### config.mk
export PLATFORM = sky130hd
export DESIGN_NAME = registro_id_ex_flat
export DESIGN_NICKNAME = d
export VERILOG_FILES = /design/src/rtl/registro_id_ex_pkg.sv /design/src/rtl/registro_id_ex_if.sv /design/src/rtl/registro_id_ex_deteccion_riesgos.sv /design/src/rtl/registro_id_ex.sv /design/src/flat_wrapper.sv
export SDC_FILE = /design/constraint.sdc
export NUM_CORES = 1
export LEC_CHECK = 0
export CELL_PAD_IN_SITES_DETAIL_PLACEMENT = 1
export CELL_PAD_IN_SITES_GLOBAL_PLACEMENT = 2
export CORE_AREA = 2 2 190 192
export DETAILED_ROUTE_END_ITERATION = 10
export DIE_AREA = 0 0 192 194
export GPL_TIMING_DRIVEN = 0
export PLACE_DENSITY = 0.85
export RECOVER_POWER = 25
export SLEW_MARGIN = 30
export SYNTH_ARGS = -nofsm -noshare
export SYNTH_HDL_FRONTEND = slang
export SYNTH_SLANG_ARGS = --single-unit
### constraint.sdc
create_clock -name clk -period 2.36 [get_ports clk]
set_input_delay 0.59 -clock clk [delete_from_list [all_inputs] [get_ports clk]]
set_output_delay 0.59 -clock clk [all_outputs]
set_load 0.05 [all_outputs]
### src/rtl/registro_id_ex_pkg.sv
// Shared definitions for the ID/EX pipeline stage: widths, ALU op classes
// and the control bundle that a bubble or flush clears as one field.
package pkg_segmentacion;

    localparam int unsigned ANCHO_DATO = 32;
    localparam int unsigned ANCHO_REG  = 5;

    // ALU operation class produced by the decoder
    typedef enum logic [1:0] {
        ALU_MEM    = 2'b00,
        ALU_BRANCH = 2'b01,
        ALU_RTYPE  = 2'b10
    } alu_op_e;

    // Control bits that travel ID -> EX; zeroing this struct makes a bubble
    typedef struct packed {
        logic    salto;
        logic    branch;
        logic    mem_leer;
        logic    mem_a_reg;
        logic    mem_escribir;
        logic    alu_fuente;
        logic    reg_escribir;
        alu_op_e alu_operacion;
    } control_t;

    // The rt field is a real source operand for R-type, stores and branches
    function automatic logic usa_rt(input logic alu_fuente,
                                    input logic mem_escribir,
                                    input logic branch);
        return !alu_fuente | mem_escribir | branch;
    endfunction

endpackage

### src/rtl/registro_id_ex_if.sv
// ID/EX bundle: decode-side fields in, execute-side registered copies out,
// plus the hazard freeze signals returned towards fetch.
interface registro_id_ex_if #(
    parameter int unsigned ANCHO_DATO = pkg_segmentacion::ANCHO_DATO,
    parameter int unsigned ANCHO_REG  = pkg_segmentacion::ANCHO_REG
);
    logic                  salto_id, branch_id, mem_leer_id, mem_a_reg_id;
    logic                  mem_escribir_id, alu_fuente_id, reg_escribir_id, destino_reg_id;
    logic [1:0]            alu_operacion_id;
    logic [ANCHO_DATO-1:0] dr1_id, dr2_id, ext_id, pc_plus4_id, jump_address_id;
    logic [5:0]            funct_id;
    logic [ANCHO_REG-1:0]  rs_id, rt_id, rd_id;
    logic                  valido_id;
    logic                  vaciar;
    logic                  detener;

    logic                  salto_ex, branch_ex, mem_leer_ex, mem_a_reg_ex;
    logic                  mem_escribir_ex, alu_fuente_ex, reg_escribir_ex, destino_reg_ex;
    logic [1:0]            alu_operacion_ex;
    logic [ANCHO_DATO-1:0] dr1_ex, dr2_ex, ext_ex, pc_plus4_ex, jump_address_ex;
    logic [5:0]            funct_ex;
    logic [ANCHO_REG-1:0]  rs_ex, rt_ex, rd_ex;
    logic                  valido_ex;
    logic [ANCHO_REG-1:0]  reg_dest_ex;
    logic                  pc_escribir;
    logic                  ifid_escribir;

    modport master (
        output salto_id, branch_id, mem_leer_id, mem_a_reg_id, mem_escribir_id,
               alu_fuente_id, reg_escribir_id, destino_reg_id, alu_operacion_id,
               dr1_id, dr2_id, ext_id, pc_plus4_id, jump_address_id, funct_id,
               rs_id, rt_id, rd_id, valido_id, vaciar, detener,
        input  salto_ex, branch_ex, mem_leer_ex, mem_a_reg_ex, mem_escribir_ex,
               alu_fuente_ex, reg_escribir_ex, destino_reg_ex, alu_operacion_ex,
               dr1_ex, dr2_ex, ext_ex, pc_plus4_ex, jump_address_ex, funct_ex,
               rs_ex, rt_ex, rd_ex, valido_ex, reg_dest_ex, pc_escribir, ifid_escribir
    );

    modport slave (
        input  salto_id, branch_id, mem_leer_id, mem_a_reg_id, mem_escribir_id,
               alu_fuente_id, reg_escribir_id, destino_reg_id, alu_operacion_id,
               dr1_id, dr2_id, ext_id, pc_plus4_id, jump_address_id, funct_id,
               rs_id, rt_id, rd_id, valido_id, vaciar, detener,
        output salto_ex, branch_ex, mem_leer_ex, mem_a_reg_ex, mem_escribir_ex,
               alu_fuente_ex, reg_escribir_ex, destino_reg_ex, alu_operacion_ex,
               dr1_ex, dr2_ex, ext_ex, pc_plus4_ex, jump_address_ex, funct_ex,
               rs_ex, rt_ex, rd_ex, valido_ex, reg_dest_ex, pc_escribir, ifid_escribir
    );

endinterface

### src/rtl/registro_id_ex_deteccion_riesgos.sv
// Load-use hazard detection between the instruction in EX and the one in ID.
// Purely combinational; a flush overrides the freeze.
module deteccion_riesgos
    import pkg_segmentacion::*;
#(
    parameter int unsigned ANCHO_REG = pkg_segmentacion::ANCHO_REG
) (
    input  logic                 valido_ex,
    input  logic                 mem_leer_ex,
    input  logic [ANCHO_REG-1:0] reg_dest_ex,
    input  logic                 valido_id,
    input  logic [ANCHO_REG-1:0] rs_id,
    input  logic [ANCHO_REG-1:0] rt_id,
    input  logic                 alu_fuente_id,
    input  logic                 mem_escribir_id,
    input  logic                 branch_id,
    input  logic                 vaciar,
    output logic                 riesgo,
    output logic                 pc_escribir,
    output logic                 ifid_escribir
);

    logic lee_rt;
    logic coincide;

    // Hazard when a valid load in EX writes a non-zero register that ID reads
    always_comb begin
        lee_rt        = usa_rt(alu_fuente_id, mem_escribir_id, branch_id);
        coincide      = (reg_dest_ex == rs_id) | (lee_rt & (reg_dest_ex == rt_id));
        riesgo        = valido_ex & mem_leer_ex & valido_id & (reg_dest_ex != '0) & coincide;
        pc_escribir   = !(riesgo & !vaciar);
        ifid_escribir = !(riesgo & !vaciar);
    end

endmodule

### src/rtl/registro_id_ex.sv
// ID/EX pipeline register with load-use bubble insertion, flush and stall.
// Optional performance counters enabled by defining CONTADORES_RENDIMIENTO_EN.
module registro_id_ex
    import pkg_segmentacion::*;
#(
    parameter int unsigned ANCHO_DATO = pkg_segmentacion::ANCHO_DATO,
    parameter int unsigned ANCHO_REG  = pkg_segmentacion::ANCHO_REG
) (
    input  logic              clk,
    input  logic              rst_n,
    registro_id_ex_if.slave   bus
`ifdef CONTADORES_RENDIMIENTO_EN
    ,
    output logic [31:0]       cuenta_burbujas,
    output logic [31:0]       cuenta_vaciados
`endif
);

    control_t              ctrl_id;
    control_t              ctrl_ex;
    logic                  destino_reg_q;
    logic [ANCHO_DATO-1:0] dr1_q, dr2_q, ext_q, pc_plus4_q, jump_address_q;
    logic [5:0]            funct_q;
    logic [ANCHO_REG-1:0]  rs_q, rt_q, rd_q, reg_dest_q;
    logic                  valido_q;
    logic [ANCHO_REG-1:0]  reg_dest_id;
    logic                  riesgo;
    logic                  captura;
    logic                  burbuja;

    assign ctrl_id = '{
        salto:         bus.salto_id,
        branch:        bus.branch_id,
        mem_leer:      bus.mem_leer_id,
        mem_a_reg:     bus.mem_a_reg_id,
        mem_escribir:  bus.mem_escribir_id,
        alu_fuente:    bus.alu_fuente_id,
        reg_escribir:  bus.reg_escribir_id,
        alu_operacion: alu_op_e'(bus.alu_operacion_id)
    };

    assign reg_dest_id = bus.destino_reg_id ? bus.rd_id : bus.rt_id;

    deteccion_riesgos #(
        .ANCHO_REG (ANCHO_REG)
    ) u_deteccion_riesgos (
        .valido_ex       (valido_q),
        .mem_leer_ex     (ctrl_ex.mem_leer),
        .reg_dest_ex     (reg_dest_q),
        .valido_id       (bus.valido_id),
        .rs_id           (bus.rs_id),
        .rt_id           (bus.rt_id),
        .alu_fuente_id   (bus.alu_fuente_id),
        .mem_escribir_id (bus.mem_escribir_id),
        .branch_id       (bus.branch_id),
        .vaciar          (bus.vaciar),
        .riesgo          (riesgo),
        .pc_escribir     (bus.pc_escribir),
        .ifid_escribir   (bus.ifid_escribir)
    );

    // Priority vaciar > detener > riesgo folded into two enables: the register
    // loads unless stalled (a flush still loads), and loads a bubble on flush
    // or on an un-stalled hazard.
    assign captura = bus.vaciar | !bus.detener;
    assign burbuja = bus.vaciar | (!bus.detener & riesgo);

    // Pipeline register: data always follows ID on capture, control/valid zeroed on bubbles
    always_ff @(posedge clk or negedge rst_n) begin
        if (!rst_n) begin
            ctrl_ex        <= '0;
            destino_reg_q  <= 1'b0;
            dr1_q          <= '0;
            dr2_q          <= '0;
            ext_q          <= '0;
            pc_plus4_q     <= '0;
            jump_address_q <= '0;
            funct_q        <= '0;
            rs_q           <= '0;
            rt_q           <= '0;
            rd_q           <= '0;
            reg_dest_q     <= '0;
            valido_q       <= 1'b0;
        end else if (captura) begin
            ctrl_ex        <= burbuja ? control_t'('0) : ctrl_id;
            valido_q       <= !burbuja & bus.valido_id;
            destino_reg_q  <= bus.destino_reg_id;
            dr1_q          <= bus.dr1_id;
            dr2_q          <= bus.dr2_id;
            ext_q          <= bus.ext_id;
            pc_plus4_q     <= bus.pc_plus4_id;
            jump_address_q <= bus.jump_address_id;
            funct_q        <= bus.funct_id;
            rs_q           <= bus.rs_id;
            rt_q           <= bus.rt_id;
            rd_q           <= bus.rd_id;
            reg_dest_q     <= reg_dest_id;
        end
    end

    assign bus.salto_ex         = ctrl_ex.salto;
    assign bus.branch_ex        = ctrl_ex.branch;
    assign bus.mem_leer_ex      = ctrl_ex.mem_leer;
    assign bus.mem_a_reg_ex     = ctrl_ex.mem_a_reg;
    assign bus.mem_escribir_ex  = ctrl_ex.mem_escribir;
    assign bus.alu_fuente_ex    = ctrl_ex.alu_fuente;
    assign bus.reg_escribir_ex  = ctrl_ex.reg_escribir;
    assign bus.alu_operacion_ex = ctrl_ex.alu_operacion;
    assign bus.destino_reg_ex   = destino_reg_q;
    assign bus.dr1_ex           = dr1_q;
    assign bus.dr2_ex           = dr2_q;
    assign bus.ext_ex           = ext_q;
    assign bus.pc_plus4_ex      = pc_plus4_q;
    assign bus.jump_address_ex  = jump_address_q;
    assign bus.funct_ex         = funct_q;
    assign bus.rs_ex            = rs_q;
    assign bus.rt_ex            = rt_q;
    assign bus.rd_ex            = rd_q;
    assign bus.reg_dest_ex      = reg_dest_q;
    assign bus.valido_ex        = valido_q;

`ifdef CONTADORES_RENDIMIENTO_EN
    // Bubble counter ignores stalled edges; flush counter counts regardless of stall
    always_ff @(posedge clk or negedge rst_n) begin
        if (!rst_n) begin
            cuenta_burbujas <= '0;
            cuenta_vaciados <= '0;
        end else begin
            if (bus.vaciar)
                cuenta_vaciados <= cuenta_vaciados + 32'd1;
            else if (!bus.detener && riesgo)
                cuenta_burbujas <= cuenta_burbujas + 32'd1;
        end
    end
`endif

endmodule

### src/flat_wrapper.sv
// flat-port wrapper written by rule: the top's interface ports become plain ports
module registro_id_ex_flat import pkg_segmentacion::*;
#(
    parameter int unsigned ANCHO_DATO = pkg_segmentacion::ANCHO_DATO,
    parameter int unsigned ANCHO_REG  = pkg_segmentacion::ANCHO_REG
)
  (clk, rst_n, bus_salto_id, bus_branch_id, bus_mem_leer_id, bus_mem_a_reg_id, bus_mem_escribir_id, bus_alu_fuente_id, bus_reg_escribir_id, bus_destino_reg_id, bus_alu_operacion_id, bus_dr1_id, bus_dr2_id, bus_ext_id, bus_pc_plus4_id, bus_jump_address_id, bus_funct_id, bus_rs_id, bus_rt_id, bus_rd_id, bus_valido_id, bus_vaciar, bus_detener, bus_salto_ex, bus_branch_ex, bus_mem_leer_ex, bus_mem_a_reg_ex, bus_mem_escribir_ex, bus_alu_fuente_ex, bus_reg_escribir_ex, bus_destino_reg_ex, bus_alu_operacion_ex, bus_dr1_ex, bus_dr2_ex, bus_ext_ex, bus_pc_plus4_ex, bus_jump_address_ex, bus_funct_ex, bus_rs_ex, bus_rt_ex, bus_rd_ex, bus_valido_ex, bus_reg_dest_ex, bus_pc_escribir, bus_ifid_escribir);
  registro_id_ex_if #(.ANCHO_DATO(ANCHO_DATO), .ANCHO_REG(ANCHO_REG)) bus_i ();
  input  logic clk;
  input  logic rst_n;
  input wire logic [$bits(bus_i.salto_id)-1:0] bus_salto_id;
  input wire logic [$bits(bus_i.branch_id)-1:0] bus_branch_id;
  input wire logic [$bits(bus_i.mem_leer_id)-1:0] bus_mem_leer_id;
  input wire logic [$bits(bus_i.mem_a_reg_id)-1:0] bus_mem_a_reg_id;
  input wire logic [$bits(bus_i.mem_escribir_id)-1:0] bus_mem_escribir_id;
  input wire logic [$bits(bus_i.alu_fuente_id)-1:0] bus_alu_fuente_id;
  input wire logic [$bits(bus_i.reg_escribir_id)-1:0] bus_reg_escribir_id;
  input wire logic [$bits(bus_i.destino_reg_id)-1:0] bus_destino_reg_id;
  input wire logic [$bits(bus_i.alu_operacion_id)-1:0] bus_alu_operacion_id;
  input wire logic [$bits(bus_i.dr1_id)-1:0] bus_dr1_id;
  input wire logic [$bits(bus_i.dr2_id)-1:0] bus_dr2_id;
  input wire logic [$bits(bus_i.ext_id)-1:0] bus_ext_id;
  input wire logic [$bits(bus_i.pc_plus4_id)-1:0] bus_pc_plus4_id;
  input wire logic [$bits(bus_i.jump_address_id)-1:0] bus_jump_address_id;
  input wire logic [$bits(bus_i.funct_id)-1:0] bus_funct_id;
  input wire logic [$bits(bus_i.rs_id)-1:0] bus_rs_id;
  input wire logic [$bits(bus_i.rt_id)-1:0] bus_rt_id;
  input wire logic [$bits(bus_i.rd_id)-1:0] bus_rd_id;
  input wire logic [$bits(bus_i.valido_id)-1:0] bus_valido_id;
  input wire logic [$bits(bus_i.vaciar)-1:0] bus_vaciar;
  input wire logic [$bits(bus_i.detener)-1:0] bus_detener;
  output wire logic [$bits(bus_i.salto_ex)-1:0] bus_salto_ex;
  output wire logic [$bits(bus_i.branch_ex)-1:0] bus_branch_ex;
  output wire logic [$bits(bus_i.mem_leer_ex)-1:0] bus_mem_leer_ex;
  output wire logic [$bits(bus_i.mem_a_reg_ex)-1:0] bus_mem_a_reg_ex;
  output wire logic [$bits(bus_i.mem_escribir_ex)-1:0] bus_mem_escribir_ex;
  output wire logic [$bits(bus_i.alu_fuente_ex)-1:0] bus_alu_fuente_ex;
  output wire logic [$bits(bus_i.reg_escribir_ex)-1:0] bus_reg_escribir_ex;
  output wire logic [$bits(bus_i.destino_reg_ex)-1:0] bus_destino_reg_ex;
  output wire logic [$bits(bus_i.alu_operacion_ex)-1:0] bus_alu_operacion_ex;
  output wire logic [$bits(bus_i.dr1_ex)-1:0] bus_dr1_ex;
  output wire logic [$bits(bus_i.dr2_ex)-1:0] bus_dr2_ex;
  output wire logic [$bits(bus_i.ext_ex)-1:0] bus_ext_ex;
  output wire logic [$bits(bus_i.pc_plus4_ex)-1:0] bus_pc_plus4_ex;
  output wire logic [$bits(bus_i.jump_address_ex)-1:0] bus_jump_address_ex;
  output wire logic [$bits(bus_i.funct_ex)-1:0] bus_funct_ex;
  output wire logic [$bits(bus_i.rs_ex)-1:0] bus_rs_ex;
  output wire logic [$bits(bus_i.rt_ex)-1:0] bus_rt_ex;
  output wire logic [$bits(bus_i.rd_ex)-1:0] bus_rd_ex;
  output wire logic [$bits(bus_i.valido_ex)-1:0] bus_valido_ex;
  output wire logic [$bits(bus_i.reg_dest_ex)-1:0] bus_reg_dest_ex;
  output wire logic [$bits(bus_i.pc_escribir)-1:0] bus_pc_escribir;
  output wire logic [$bits(bus_i.ifid_escribir)-1:0] bus_ifid_escribir;
  assign bus_i.salto_id = bus_salto_id;
  assign bus_i.branch_id = bus_branch_id;
  assign bus_i.mem_leer_id = bus_mem_leer_id;
  assign bus_i.mem_a_reg_id = bus_mem_a_reg_id;
  assign bus_i.mem_escribir_id = bus_mem_escribir_id;
  assign bus_i.alu_fuente_id = bus_alu_fuente_id;
  assign bus_i.reg_escribir_id = bus_reg_escribir_id;
  assign bus_i.destino_reg_id = bus_destino_reg_id;
  assign bus_i.alu_operacion_id = bus_alu_operacion_id;
  assign bus_i.dr1_id = bus_dr1_id;
  assign bus_i.dr2_id = bus_dr2_id;
  assign bus_i.ext_id = bus_ext_id;
  assign bus_i.pc_plus4_id = bus_pc_plus4_id;
  assign bus_i.jump_address_id = bus_jump_address_id;
  assign bus_i.funct_id = bus_funct_id;
  assign bus_i.rs_id = bus_rs_id;
  assign bus_i.rt_id = bus_rt_id;
  assign bus_i.rd_id = bus_rd_id;
  assign bus_i.valido_id = bus_valido_id;
  assign bus_i.vaciar = bus_vaciar;
  assign bus_i.detener = bus_detener;
  assign bus_salto_ex = bus_i.salto_ex;
  assign bus_branch_ex = bus_i.branch_ex;
  assign bus_mem_leer_ex = bus_i.mem_leer_ex;
  assign bus_mem_a_reg_ex = bus_i.mem_a_reg_ex;
  assign bus_mem_escribir_ex = bus_i.mem_escribir_ex;
  assign bus_alu_fuente_ex = bus_i.alu_fuente_ex;
  assign bus_reg_escribir_ex = bus_i.reg_escribir_ex;
  assign bus_destino_reg_ex = bus_i.destino_reg_ex;
  assign bus_alu_operacion_ex = bus_i.alu_operacion_ex;
  assign bus_dr1_ex = bus_i.dr1_ex;
  assign bus_dr2_ex = bus_i.dr2_ex;
  assign bus_ext_ex = bus_i.ext_ex;
  assign bus_pc_plus4_ex = bus_i.pc_plus4_ex;
  assign bus_jump_address_ex = bus_i.jump_address_ex;
  assign bus_funct_ex = bus_i.funct_ex;
  assign bus_rs_ex = bus_i.rs_ex;
  assign bus_rt_ex = bus_i.rt_ex;
  assign bus_rd_ex = bus_i.rd_ex;
  assign bus_valido_ex = bus_i.valido_ex;
  assign bus_reg_dest_ex = bus_i.reg_dest_ex;
  assign bus_pc_escribir = bus_i.pc_escribir;
  assign bus_ifid_escribir = bus_i.ifid_escribir;
  registro_id_ex #(.ANCHO_DATO(ANCHO_DATO), .ANCHO_REG(ANCHO_REG)) u_core (.clk(clk), .rst_n(rst_n), .bus(bus_i));
endmodule
* Word level (Yosys, flattened, before mapping) *
Cells that the tools add are included.

operators by class
  reductions and logical operators = 6
  mux-type cells = 2
  bitwise gates (word level) = 13
  eq/ne operators = 2

operator list
  kind                number
  $eq A5 B5 Y1        2
  $mux W9             1
  $and A1 B1 Y1       8
  $logic_not A1 Y1    5
  $mux W5             1
  $or A1 B1 Y1        5
  $reduce_bool A5 Y1  1

word-level totals
  register bits = 197
  input port bits = 196

* Logic depth before layout (Yosys ltp) *
  word-level depth = 10
  depth in mapped cells = 5
  depth with buffers taken out = 4

* By module *
From an unflattened synthesis, not the netlist that was laid out.

unflattened totals
  cells, all modules = 467
  area, all modules = 8140.3 µm²

by module, submodules not included
  module             times used  seq. area each (µm²)  area each (µm²)  cells each
  registro_id_ex     1           4929.7                7975.1           445
  deteccion_riesgos  1           0.0                   165.2            22

* Worst setup path before layout *
Ideal clock, no wire load.

  kind = flip-flop to output port
  start = register u_core.reg_dest_q[1], in the netlist u_core.bus.reg_dest_ex[1]
  end = output bus_pc_escribir
  data arrival time = 2.009 ns
  path slack = -0.239 ns
  buffers on the path = 1
  required time = 1.770 ns
  cell stages (with the launch flop) = 6
  cells stage by stage = dfrtp_1 xnor2_1 nand4_1 o22ai_1 or3b_2 buf_4

on the way
  longest elaborated chain between the ends = 6

ends and longest elaborated chain
  item                      RTL line                                text
  start: declaration        registro_id_ex.sv:24                    logic [ANCHO_REG-1:0] rs_q, rt_q, rd_q, reg_dest_q;
  start signal: assignment  registro_id_ex.sv:97                    reg_dest_q <= reg_dest_id;
  $eq A5 B5 Y1              registro_id_ex_deteccion_riesgos.sv:29  coincide = (reg_dest_ex == rs_id) | (lee_rt & (reg_dest_ex == rt_id));
  $and A1 B1 Y1             registro_id_ex_deteccion_riesgos.sv:29
  $or A1 B1 Y1              registro_id_ex_deteccion_riesgos.sv:29
  $and A1 B1 Y1 *           registro_id_ex_deteccion_riesgos.sv:30  riesgo = valido_ex & mem_leer_ex & valido_id & (reg_dest_ex != '0) & coincide;
  $and A1 B1 Y1 *           -
  $logic_not A1 Y1 *        -
  end: declaration          flat_wrapper.sv:52                      output wire logic [$bits(bus_i.pc_escribir)-1:0] bus_pc_escribir;

Mark *: on every way between the ends. The rest lies on a longest branch, timed or not.

* Worst setup path in the final report *
  start = input bus_alu_fuente_id
  end = output bus_pc_escribir

on the way
  longest elaborated chain between the ends = 8

ends and longest elaborated chain
  item                       RTL line                                text
  start: declaration         flat_wrapper.sv:16                      input wire logic [$bits(bus_i.alu_fuente_id)-1:0] bus_alu_fuente_id;
  $logic_not A1 Y1           registro_id_ex_pkg.sv:31                return !alu_fuente | mem_escribir | branch;
  $or A1 B1 Y1 (2 in a row)  registro_id_ex_pkg.sv:31
  $and A1 B1 Y1              registro_id_ex_deteccion_riesgos.sv:29
  $or A1 B1 Y1               registro_id_ex_deteccion_riesgos.sv:29
  $and A1 B1 Y1              registro_id_ex_deteccion_riesgos.sv:30
  $and A1 B1 Y1              registro_id_ex_deteccion_riesgos.sv:31  pc_escribir = !(riesgo & !vaciar);
  $logic_not A1 Y1           registro_id_ex_deteccion_riesgos.sv:31

No other way between the ends.

==> qor.yml <==
intPower_w: 0.00630
syn_area_per_cell_um2: 8.84
fmax_mhz: 366
coreArea_mm2: 0.0352
yosys.area_share.adder_pct: 0
worstPathArrival_ns: 2.14
clock_sinks: 197
post-route-period-util_pct: 116
antenna_found_initial: 2
dieArea_mm2: 0.0372
dp_cells: 1721
first_pass_iters: 4
routed_wl_mm: 29.5
syn_area_mm2: 0.00765
violations: "setup timing"
r2r-end: "u_core.bus.mem_a_reg_ex$_DFFE_PN0P_"
r2r-start: "u_core.bus.reg_dest_ex[3]$_DFFE_PN0P_"
dp_hpwl_mm: 22.6
slew_headroom_pct: 3.52
maxCapViolations: 0
synthMuxAreaShare_pct: 0.654
synth-seq-cells: 197
synth-compound-area-share_pct: 2.54
synth_cells: 865
fill_cells: 4155
pre_cts_slack_ns: -1.10
vias_per_cell: 4.16
final-instance-count-excl-fill: 1758
tns_ns: -0.676
p_leak_nw: 6.09
cts_buffers: 17
clock_skew_ns: 0.00675
cts_root_buf: "clkbuf_16"
num_vias: 7320
hp-class: "register to register"
die_height_um: 194
grt_start_max_net_pins: 74
syn-num-nets: 1061
timing.final.ws_setup_ns: -0.370
setup_viol: 2
final_layout_size_suffix_gt1_share_pct: 4.94
pwr-share-seq_pct: 40.1
yosys_warnings: 0
hold_viol: 0
wl_per_cell_um: 16.8
reg2reg_depth: 5
die_w_um: 192
worst_pin_slew_ns: 1.45
fin_hold_ws_ns: 0.466
p_switching_w: 0.00324
crit_type: "input port to output port"
hp-start: "u_core.bus.dr2_ex[15]$_DFFE_PN0P_"
worstPathMaxFanout: 3
synth_top_family_by_area: "simple AND/OR/NAND/NOR gates"
drc: 0
p_per_area_mw_per_mm2: 741
power_frac_comb_pct: 27.3
crit_slowest_cell: "or3b_4"
clock_latency_ns: 0.45
grt_pass1_wl_mm: 44.9
nNetsFinal: 1479
start_kind: "input port"
synthFlopType: "dfrtp_1"
io_pins: 395
grt_pass1_vias: 7910
cts-hold-fix-buffers: 0
seq_area_frac_synth_pct: 64.5
async_flop_share_pct: 100
num_rows: 69
rsz0062_at_grt: "yes"
drtAntennaViolNets: 0
cts_max_level: 4
clk_pin_slew_worst_paths_ns: 0.07
drtIter0Drc: 222
hold_end: "u_core.bus.dr2_ex[15]$_DFFE_PN0P_"
p_sw_share_pct: 34.0
cts_tree: "yes"
gr-total-overflow: 0
pwr-share-clk_pct: 32.6
worstSetupEndpointType: "output port"
slew_viol_final: 0
whs_path_depth: 2
synth_xor_area_share_pct: 1.15
grt.total_usage_pct: 15.9
ir_worst_vdd_mv: 0.497
area_growth_pct: 68.5
period_needed_ns: 2.73
synth_cell_types: 27
worst_ep_required_time_ns: 1.77
slowest_delay_ns: 0.43
synth_edf_count: 0
gp_congestion: 0.749
start_util_pct: 21.7
yosys.area_share.simple_pct: 28.4
outcome: "finished with violations"
cp_cell_sequence: "clkdlybuf4s50_1 > inv_1 > o31ai_2 > o22ai_2 > or3b_4 > buf_6 > buf_8"
clockBufferDepth: 2
io_buffer_count: 393
r2r_slack_ns: 0.69
[power groups by stage]
stage	registers, W	clock network [W]	logic [W]
2_1_floorplan	0.00490	0	0.000385
3_3_place_gp	0.00389	0	0.00259
3_5_place_dp	0.00390	0	0.00262
4_1_cts	0.00383	0.00324	0.00265
5_1_grt	0.00387	0.00336	0.00276
6_report	0.00383	0.00311	0.00260
[critical path, delay by kind of cell]
| family | cells | cell delay, ns |
|---|---|---|
| buffers and inverters | 4 | 0.79 |
| AND/OR/NAND/NOR | 1 | 0.43 |
| AO/OA/AOI/OAI | 2 | 0.33 |
[synth_stat cells, types with 2 or more instances]
cell      number  area, um2
nand2_1      560       2100
dfrtp_1      197       4930
clkbuf_1      44        165
o21ai_0       10       50.1
xnor2_1       10       87.6
a32oi_1        5       43.8
mux2i_1        5       50.1
inv_1          4       15.0
nor3_1         4       20.0
o41ai_1        4       35.0
a22oi_1        3       22.5
buf_2          2       10.0
nand3_1        2       10.0
nor2_1         2       7.51
[per-stage QoR]
| stage | total power (W) | instance area [um2] | util [%] |
|---|---|---|---|
| after floorplan | 0.00529 | 7660 | - |
| after global placement | 0.00648 | 12200 | 34.6 |
| after detailed placement | 0.00652 | 12200 | 34.7 |
| after CTS | 0.00973 | 12900 | 36.7 |
| after global routing | 0.00999 | 12900 | 36.6 |
| final | 0.00955 | 12900 | 36.6 |
[routing by layer]
metal,global-route usage [%],part of all wire (%),routed length (um),up-vias
li1,-,-,-,3502
met1,17.7,39,11600,3518
met2,27.0,48,14200,268
met3,6.82,11,3100,32
met4,5.63,2.1,629,0
met5,0,0,0,-
[flip-flops by register name, indices dropped and copies added (netlist names), 2 cells and up]
register / flops
u_core.bus.rd_ex: 5
u_core.bus.alu_operacion_ex: 2
u_core.bus.pc_plus4_ex: 32
u_core.bus.jump_address_ex: 32
u_core.bus.dr1_ex: 32
u_core.bus.dr2_ex: 32
u_core.bus.ext_ex: 32
u_core.bus.reg_dest_ex: 5
u_core.bus.rt_ex: 5
u_core.bus.funct_ex: 6
u_core.bus.rs_ex: 5
[area by class of cell]
cell class | count | area [um2] | area share (%)
multi-input combinational | 615 | 2570 | 20.0
timing repair buffer | 399 | 3970 | 30.8
antenna | 2 | 5.00 | 0.0388
buffer | 49 | 208 | 1.61
tap | 461 | 577 | 4.48
clock buffer | 18 | 439 | 3.41
sequential | 197 | 4940 | 38.3
inverter | 4 | 15.0 | 0.116
clock inverter | 13 | 170 | 1.32
[kinds of logic after synthesis]
| kind of cell | count (synthesis) |
|---|---|
| compound gates | 27 |
| xor+xnor | 10 |
| buf+inv | 53 |
| flops | 197 |
| mux | 5 |
| simple gates | 573 |
[worst max path at each step]
stage	from	endpoint	slack [ns]	cells after the start
5_1_grt	u_core.bus.reg_dest_ex[0]$_DFFE_PN0P_	bus_pc_escribir	-0.42	6
4_1_cts	u_core.bus.reg_dest_ex[0]$_DFFE_PN0P_	bus_pc_escribir	-0.36	6
3_3_place_gp	rst_n	u_core.bus.reg_dest_ex[3]$_DFFE_PN0P_	-9.15	1
2_1_floorplan	u_core.bus.reg_dest_ex[0]$_DFFE_PN0P_	bus_pc_escribir	0.03	4
3_5_place_dp	bus_rt_id[3]	bus_pc_escribir	-1.10	7
6_report	bus_alu_fuente_id	bus_pc_escribir	-0.37	7
[what timing repair did]
action	4_1_cts	5_1_grt
hold endpoints to repair	0	0
resized for setup	40	7
pin swaps	7	3
setup buffers	4	0
setup endpoints to repair	15	13
[cells in the final DEF (no fill, tap or decap), drive strengths merged, types with 2 or more instances in the layout]
cell,n
a22oi,3
a32oi,5
buf,13
bufinv,3
clkbuf,63
clkdlybuf4s50,373
clkinv,3
clkinvlp,2
dfrtp,197
diode,2
dlygate4sd2,16
inv,9
mux2i,5
nand2,560
nand3,2
nor2,2
nor3,4
o21ai,10
o41ai,4
xnor2,10
Note: power is estimated with default switching activity, not from simulation.
